<file path="config.mk">
export PLATFORM = sky130hd
export DESIGN_NAME = bool_unit
export DESIGN_NICKNAME = d
export VERILOG_FILES = /design/src/rtl/bool_pkg.sv /design/src/rtl/bool_op_core.sv /design/src/rtl/bool_unit.sv
export SDC_FILE = /design/constraint.sdc
export NUM_CORES = 1
export LEC_CHECK = 0
export CORE_MARGIN = 2
export CORE_UTILIZATION = 51
export CTS_CLUSTER_DIAMETER = 60
export DETAILED_ROUTE_END_ITERATION = 8
export GPL_TIMING_DRIVEN = 0
export PLACE_DENSITY = 0.79
export RECOVER_POWER = 100
export SYNTH_ARGS = -nofsm -noshare
export SYNTH_HDL_FRONTEND = slang
export SYNTH_SLANG_ARGS = --single-unit
export TNS_END_PERCENT = 10
</file>
<file path="constraint.sdc">
create_clock -name clk -period 3.2 [get_ports clk]
set_input_delay 0.64 -clock clk [delete_from_list [all_inputs] [get_ports clk]]
set_output_delay 0.64 -clock clk [all_outputs]
set_load 0.01 [all_outputs]
</file>
<file path="src/rtl/bool_pkg.sv">
// Shared opcode and output-state definitions for the registered boolean unit.
package bool_pkg;

  typedef enum logic [2:0] {
    OP_NOT_A = 3'd0,
    OP_NOT_B = 3'd1,
    OP_AND   = 3'd2,
    OP_OR    = 3'd3,
    OP_NAND  = 3'd4,
    OP_NOR   = 3'd5,
    OP_XOR   = 3'd6,
    OP_XNOR  = 3'd7
  } op_e;

  localparam logic [2:0] OPC_NOT_A = 3'd0;
  localparam logic [2:0] OPC_NOT_B = 3'd1;
  localparam logic [2:0] OPC_AND   = 3'd2;
  localparam logic [2:0] OPC_OR    = 3'd3;
  localparam logic [2:0] OPC_NAND  = 3'd4;
  localparam logic [2:0] OPC_NOR   = 3'd5;
  localparam logic [2:0] OPC_XOR   = 3'd6;
  localparam logic [2:0] OPC_XNOR  = 3'd7;

  typedef enum logic {
    S_EMPTY = 1'b0,
    S_FULL  = 1'b1
  } ostate_e;

endpackage

</file>
<file path="src/rtl/bool_op_core.sv">
// Combinational bitwise operator: applies one of eight boolean functions to a and b.
module bool_op_core
  import bool_pkg::*;
#(
  parameter int WIDTH = 8
) (
  input  logic [WIDTH-1:0] a,
  input  logic [WIDTH-1:0] b,
  input  logic [2:0]       op,
  output logic [WIDTH-1:0] result
);

  always_comb begin
    result = '0;
    case (op_e'(op))
      OP_NOT_A: result = ~a;
      OP_NOT_B: result = ~b;
      OP_AND:   result = a & b;
      OP_OR:    result = a | b;
      OP_NAND:  result = ~(a & b);
      OP_NOR:   result = ~(a | b);
      OP_XOR:   result = a ^ b;
      OP_XNOR:  result = ~(a ^ b);
      default:  result = '0;
    endcase
  end

endmodule

</file>
<file path="src/rtl/bool_unit.sv">
// Registered boolean unit with valid/ready handshake, chaining accumulator,
// registered reduction flags and a saturating accepted-beat counter.
module bool_unit
  import bool_pkg::*;
#(
  parameter int               WIDTH    = 8,
  parameter logic [WIDTH-1:0] ACC_INIT = {WIDTH{1'b0}},
  parameter int               CNT_W    = 16
) (
  input  logic             clk,
  input  logic             rst_n,
  input  logic             in_valid,
  output logic             in_ready,
  input  logic [WIDTH-1:0] a,
  input  logic [WIDTH-1:0] b,
  input  logic [2:0]       op,
  input  logic             acc_en,
  input  logic             acc_clr,
  output logic             out_valid,
  input  logic             out_ready,
  output logic [WIDTH-1:0] y,
  output logic             red_and,
  output logic             red_or,
  output logic             red_xor,
  output logic             zero,
  output logic [WIDTH-1:0] acc,
  output logic [CNT_W-1:0] beat_cnt
);

  ostate_e          r_state;
  ostate_e          w_state_nxt;
  logic [WIDTH-1:0] r_y;
  logic             r_red_and;
  logic             r_red_or;
  logic             r_red_xor;
  logic             r_zero;
  logic [WIDTH-1:0] r_acc;
  logic [CNT_W-1:0] r_cnt;

  logic             w_out_valid;
  logic             w_accept;
  logic             w_xfer;
  logic [WIDTH-1:0] w_b_src;
  logic [WIDTH-1:0] w_result;

  assign w_out_valid = (r_state == S_FULL);
  assign in_ready    = !w_out_valid || out_ready;
  assign w_accept    = in_valid && in_ready;
  assign w_xfer      = w_out_valid && out_ready;

  // A clear on the same beat as accumulation starts the chain from ACC_INIT.
  assign w_b_src = acc_en ? (acc_clr ? ACC_INIT : r_acc) : b;

  bool_op_core #(
    .WIDTH (WIDTH)
  ) u_core (
    .a      (a),
    .b      (w_b_src),
    .op     (op),
    .result (w_result)
  );

  always_ff @(posedge clk or negedge rst_n) begin
    if (!rst_n) begin
      r_state <= S_EMPTY;
    end else begin
      r_state <= w_state_nxt;
    end
  end

  always_comb begin
    w_state_nxt = r_state;
    case (r_state)
      S_EMPTY: if (w_accept) w_state_nxt = S_FULL;
      S_FULL:  if (w_xfer && !w_accept) w_state_nxt = S_EMPTY;
      default: w_state_nxt = S_EMPTY;
    endcase
  end

  always_ff @(posedge clk or negedge rst_n) begin
    if (!rst_n) begin
      r_y       <= '0;
      r_red_and <= 1'b0;
      r_red_or  <= 1'b0;
      r_red_xor <= 1'b0;
      r_zero    <= 1'b1;
    end else if (w_accept) begin
      r_y       <= w_result;
      r_red_and <= &w_result;
      r_red_or  <= |w_result;
      r_red_xor <= ^w_result;
      r_zero    <= (w_result == '0);
    end
  end

  always_ff @(posedge clk or negedge rst_n) begin
    if (!rst_n) begin
      r_acc <= ACC_INIT;
    end else if (w_accept && acc_en) begin
      r_acc <= w_result;
    end else if (acc_clr) begin
      r_acc <= ACC_INIT;
    end
  end

  always_ff @(posedge clk or negedge rst_n) begin
    if (!rst_n) begin
      r_cnt <= '0;
    end else if (w_accept && (r_cnt != {CNT_W{1'b1}})) begin
      r_cnt <= r_cnt + CNT_W'(1);
    end
  end

  assign out_valid = w_out_valid;
  assign y         = r_y;
  assign red_and   = r_red_and;
  assign red_or    = r_red_or;
  assign red_xor   = r_red_xor;
  assign zero      = r_zero;
  assign acc       = r_acc;
  assign beat_cnt  = r_cnt;

endmodule

</file>
==> Yosys cells after proc, flatten, opt, wreduce, memory -nomap -nowiden <==
Index checks and enable logic that the tools add are counted.
{ "word_totals": {"ff_bits": 37, "out_inout_bits": 38} }
{ "classes": {"addsub": 1, "n_eq_ne": 8, "mux": 7, "bitwise": 9, "reduce_logical": 13} }
{ "op_table": {"columns": ["cell", "count"], "rows": [
  ["8-bit case mux with 8 select lines", 1],
  ["8-bit NOT", 5],
  ["8-bit 2-to-1 mux", 3],
  ["16-bit by 1-bit adder with 16-bit output (second input constant)", 1],
  ["16-bit != test (second input constant)", 1],
  ["3-bit == test (second input constant)", 4],
  ["8-bit AND", 1],
  ["8-bit logical NOT", 1],
  ["8-bit bitwise OR", 1],
  ["8-bit AND reduction", 1],
  ["8-bit OR reduction", 1],
  ["8-bit XOR reduction", 1],
  ["8-bit bitwise XOR", 1],
  ["3-bit by 2-bit == test with 1-bit output (second input constant)", 2],
  ["1-bit logical AND", 5],
  ["3-bit by 1-bit == test with 1-bit output (second input constant)", 1],
  ["3-bit logical NOT", 1],
  ["1-bit logical NOT", 2],
  ["1-bit 2-to-1 mux", 2],
  ["1-bit case mux with 2 select lines", 1],
  ["1-bit logical OR", 1],
  ["1-bit NOT", 1]
]} }

==> Longest topological paths before layout <==
{ "logic_depth": {"ltp_word": 7, "mapped_depth": 13, "ltp_nobuf": 11} }

==> Hierarchy <==
A second synthesis with hierarchy kept.
{ "hier_totals": {"cells_unflattened": 298, "hier_area_um2": 2721.4} }
{ "by_module_without_submodules": {"columns": ["mod", "instances", "cells_each", "area_per_inst_um2", "seq_area_each_um2"], "rows": [
  ["bool_unit", 1, 181, 1898.1, 927.1],
  ["bool_op_core", 1, 117, 823.3, 0.0]
]} }

==> Worst setup path before layout <==
OpenSTA, ideal clock, no wires.
{ "synth_timing": {"path_kind": "input -> register", "start": "in acc_en", "end": "reg r_red_xor (netlist: red_xor)", "setup_ps": 136, "arrival_time_ps": 2743, "t_required_ps": 3064, "path_slack_ps": 320, "cell_stages": 13, "n_path_buf": 2, "path_cell_list": "buf_2 > buf_2 > nand3b_1 > nand2_1 > ha_1 > mux2_2 > a22o_1 > a211o_1 > inv_1 > ha_1 > xnor2_1 > xnor2_1 > o21ai_0"} }
{ "synth_between": {"elab_chain_cells": 5, "word_cells_on_any_way": 10, "cone_classes": "mux (2); bitwise (7); reduce/logical (1)"} }
{ "synth_rtl": {"columns": ["item", "line_no", "source"], "rows": [
  ["start: declaration", "bool_unit.sv:17", "input logic acc_en,"],
  ["8-bit 2-to-1 mux *", "bool_unit.sv:52", "assign w_b_src = acc_en ? (acc_clr ? ACC_INIT : r_acc) : b;"],
  ["8-bit bitwise XOR (tied with other cells)", "bool_op_core.sv:22, bool_op_core.sv:23", null],
  ["8-bit NOT, on equally long branches", "bool_op_core.sv:23, bool_op_core.sv:20, bool_op_core.sv:21", null],
  ["8-bit case mux with 8 select lines *", "bool_op_core.sv:15", "case (op_e'(op))"],
  ["named net u_core.result[2]", "bool_op_core.sv:10", "output logic [WIDTH-1:0] result"],
  ["8-bit XOR reduction *", "bool_unit.sv:91", "r_red_xor <= ^w_result;"],
  ["end signal: assignment", "bool_unit.sv:91", null],
  ["end: declaration", "bool_unit.sv:35", "logic r_red_xor;"]
]} }
The timed path passes the listed nets; every way through them passes the cells marked *.
A chain may end at the register's enable or synchronous reset.

==> Final worst setup path <==
{ "layout_timing": {"start": "in acc_clr", "end": "reg r_red_xor (netlist: red_xor)"} }
{ "layout_between": {"elab_chain_cells": 6, "word_cells_on_any_way": 11, "cone_classes": "mux (3); bitwise (7); reduce/logical (1)"} }
{ "layout_rtl": {"columns": ["item", "line_no", "source"], "rows": [
  ["start: declaration", "bool_unit.sv:18", "input logic acc_clr,"],
  ["8-bit 2-to-1 mux *", null, null],
  ["8-bit 2-to-1 mux *", "bool_unit.sv:52", null],
  ["8-bit bitwise XOR (tied with other cells)", "bool_op_core.sv:22, bool_op_core.sv:23", null],
  ["8-bit NOT, on equally long branches", "bool_op_core.sv:23, bool_op_core.sv:20, bool_op_core.sv:21", null],
  ["8-bit case mux with 8 select lines *", "bool_op_core.sv:15", null],
  ["8-bit XOR reduction *", "bool_unit.sv:91", null]
]} }
Every way passes the cells marked *; elsewhere a longest branch is shown, timed or not.

==> results.yml <==
cts:
  hold_buffers: 0
  htree_levels: 2
  cts_tree: "yes"
  postCtsSetupRepairBufs: 0
  path_clk_slew_ns: 0.07
  numCtsBuffers: 5
  insertion_delay_ns: 0.29
  ctsLongestPathBuffers: 2
  clock_sinks: 37
  cts-root-buf: "clkbuf_8"
sta:
  tightest_slew_ns: 1.90
  relSlewSlack: -0.267
  fin_crit_sh: 0.938
  setup_tns_ns: 0
  setup_viol: 0
  final.setup.worst_slack_ns: 0.199
  skew_ns: 0.00460
  finalHoldViolCount: 0
  maxSlewViolCount: 38
  layout_min_cycle_time_ns: 3.00
  fmax_mhz: 333
route:
  drtIter0Drc: 220
  ant_nets: 0
  firstDrtPassIters: 4
  wirelength_microns: 7300
  vias: 2683
  drc: 0
  post_drt_wl_per_cell_microns: 16.2
  via_per_inst: 5.94
floorplan:
  start_util: 0.539
  die_h_microns: 78.1
  core-area_sq_um: 5200
  ioPinCount: 63
  dieArea_sq_um: 6110
  rows: 26
  dieWidth_microns: 78.1
critical_path:
  critPathCaptureType: "register"
  worstPathMaxFanout: 10
  crit_arrival_ns: 3.16
  start_kind: "input pin"
  worst_ep_required_time_ns: 3.36
  r2r_slack_ns: 0.61
  slowest_stage: "a221oi_1"
  crit_chain: "clkdlybuf4s15_1, buf_4, nand3b_1, nand2_1, ha_1, nand2_1, a221oi_1, a211oi_2, or2_1, ha_1, xnor2_1, xnor2_1, o21ai_0"
  crit_path_max_incr_delay_ns: 0.34
  reg2reg_depth: 11
  critPathKind: "in -> reg"
logic_synthesis:
  synth_edf_count: 0
  ys_ff_latch: 37
  ys_seq_area_frac: 0.331
  synth_top_cell_by_area: "dfrtp_1"
  postSynthAreaPerCell_sq_um: 8.93
  syn-num-nets: 356
  synthFlopType: "dfrtp_1"
  yosys.cell_count.top_type: "dfrtp_1"
  synth_cells: 314
  ys_warn_count: 0
  ys_types: 45
  synth_top_cell_area_share: 0.321
  synthTopCellsByArea: "dfrtp_1 32%, ha_1 7.6%, nand2_1 4.3%, mux2_2 3.2%, nand3b_1 3.2%"
  synth_common_cells: "36 x dfrtp_1, 32 x nand2_1, 24 x nor2_1"
  async_flop_share: 1.00
  synth_area_sq_um: 2800
power:
  p_leak_nw: 1.68
  power_density_nw_per_um2: 435
  vdd_drop_max_v: 0.000395
  p_sw_frac: 0.338
  p_clk_frac: 0.228
  p_sw_mw: 0.532
  p_int_mw: 1.04
  power_frac_seq: 0.400
  pwr-share-comb: 0.372
run_status:
  violations: "max-capacitance violations, max-slew violations"
  status: "finished with violations"
cells_and_area:
  final_area_sq_um: 3620
  fill_cells: 438
  diodes: 0
  stdcell_count: 452
  areaGrowthSynthToFinish_pct: 29.0
  num-nets-final: 423
  drive_above_1_share: 0.0812
  multi_input_area_sq_um: 1780
  final-seq-area_sq_um: 927
placed_design:
  place_ws_ns: -0.597
  place.gp.congestion: 0.909
  numPlacedInstances: 445
  placed_cell_area_sq_um: 3500
  numPortBuffers: 61
  hpwl_microns: 5420
worst_hold_path:
  holdPathStages: 2
  hold_path_class: "reg -> reg"
grt:
  gr-usage-met1: 0.345
  grt_usage: 0.249
  top_usage_layer: "met2"
  grt_pass1_vias: 2586
  grt_max_degree: 38
  antenna_found_initial: 0
  met2_usage: 0.397
  grt_pass1_wl_microns: 12300
  grtUsageMet3: 0.0540
  overflow: 0
job:
  drv_cap: 1
==> layer usage <==
metal	share of wire	wire, microns
met1	0.47	3430
met2	0.47	3430
met3	0.047	341
met4	0.014	102
met5	0	0
==> worst paths after layout <==
path                              start      end
worst min register to register     y[7]     y[7]
worst max register to register   acc[1]  red_xor
worst max-delay path            acc_clr  red_xor
min in group asynchronous         rst_n   acc[7]
worst min-delay path               y[7]     y[7]
max in group asynchronous         rst_n   acc[0]
==> worst max-delay path, delay by kind of cell <==
family / cells / cell delay, ns
XOR/XNOR: 2 / 0.32
adder cells (fa/ha/maj): 2 / 0.62
AO/OA/AOI/OAI: 3 / 0.54
buffers and inverters: 2 / 0.50
AND/OR/NAND/NOR: 4 / 0.54
==> registers in the layout, summed over array words and instances (netlist names) <==
register / cells
red_xor: 1
zero: 1
acc: 8
beat_cnt: 16
out_valid: 1
y: 8
red_or: 1
red_and: 1
==> placed cells by master, fill, tap and decap left out, types with 9 or more instances in the layout <==
cell type and count:
nand2b_1 11, inv_1 10, dfrtp_1 36, ha_1 17, clkdlybuf4s50_1 20, dlygate4sd3_1 39, nand3b_1 12, a21o_1 9
nand2_1 32, nor2_1 24
==> per-stage QoR <==
stage	power, mW	util	hold WS (ns)
final	1.57	0.695	0.471
after global routing	1.68	0.695	0.492
after CTS	1.61	0.693	0.458
after detailed placement	1.25	0.672	0.465
after global placement	1.24	0.673	0.462
after floorplan	0.959	-	0.344
==> cell type report <==
type	instances	share of cell area
Sequential cell	37	0.256
Tap cell	70	0.0242
Inverter	10	0.0104
Timing Repair Buffer	61	0.167
Clock buffer	7	0.0266
Buffer	14	0.0215
Multi-Input combinational cell	252	0.492
Clock inverter	1	0.00138
==> what timing repair did <==
item                       in CTS  in global routing
setup endpoints to repair       3                  1
pin swaps                       0                  0
gates resized for setup         4                  7
==> power groups by stage <==
stage	combinational (mW)	sequential, mW	clock (mW)
after detailed placement	0.612	0.641	0
after global routing	0.648	0.643	0.387
after floorplan	0.295	0.664	0
after CTS	0.617	0.634	0.362
after global placement	0.598	0.639	0
final	0.586	0.630	0.359
==> cell families after synthesis <==
family,count (synthesis),synth area share
fa+ha+maj,17,0.0759
flops,37,0.331
compound gates,71,0.189
xor+xnor,14,0.0437
buf+inv,25,0.0406
mux,15,0.0598
simple gates,135,0.261
No activity file was read; power rests on OpenSTA's default activity.
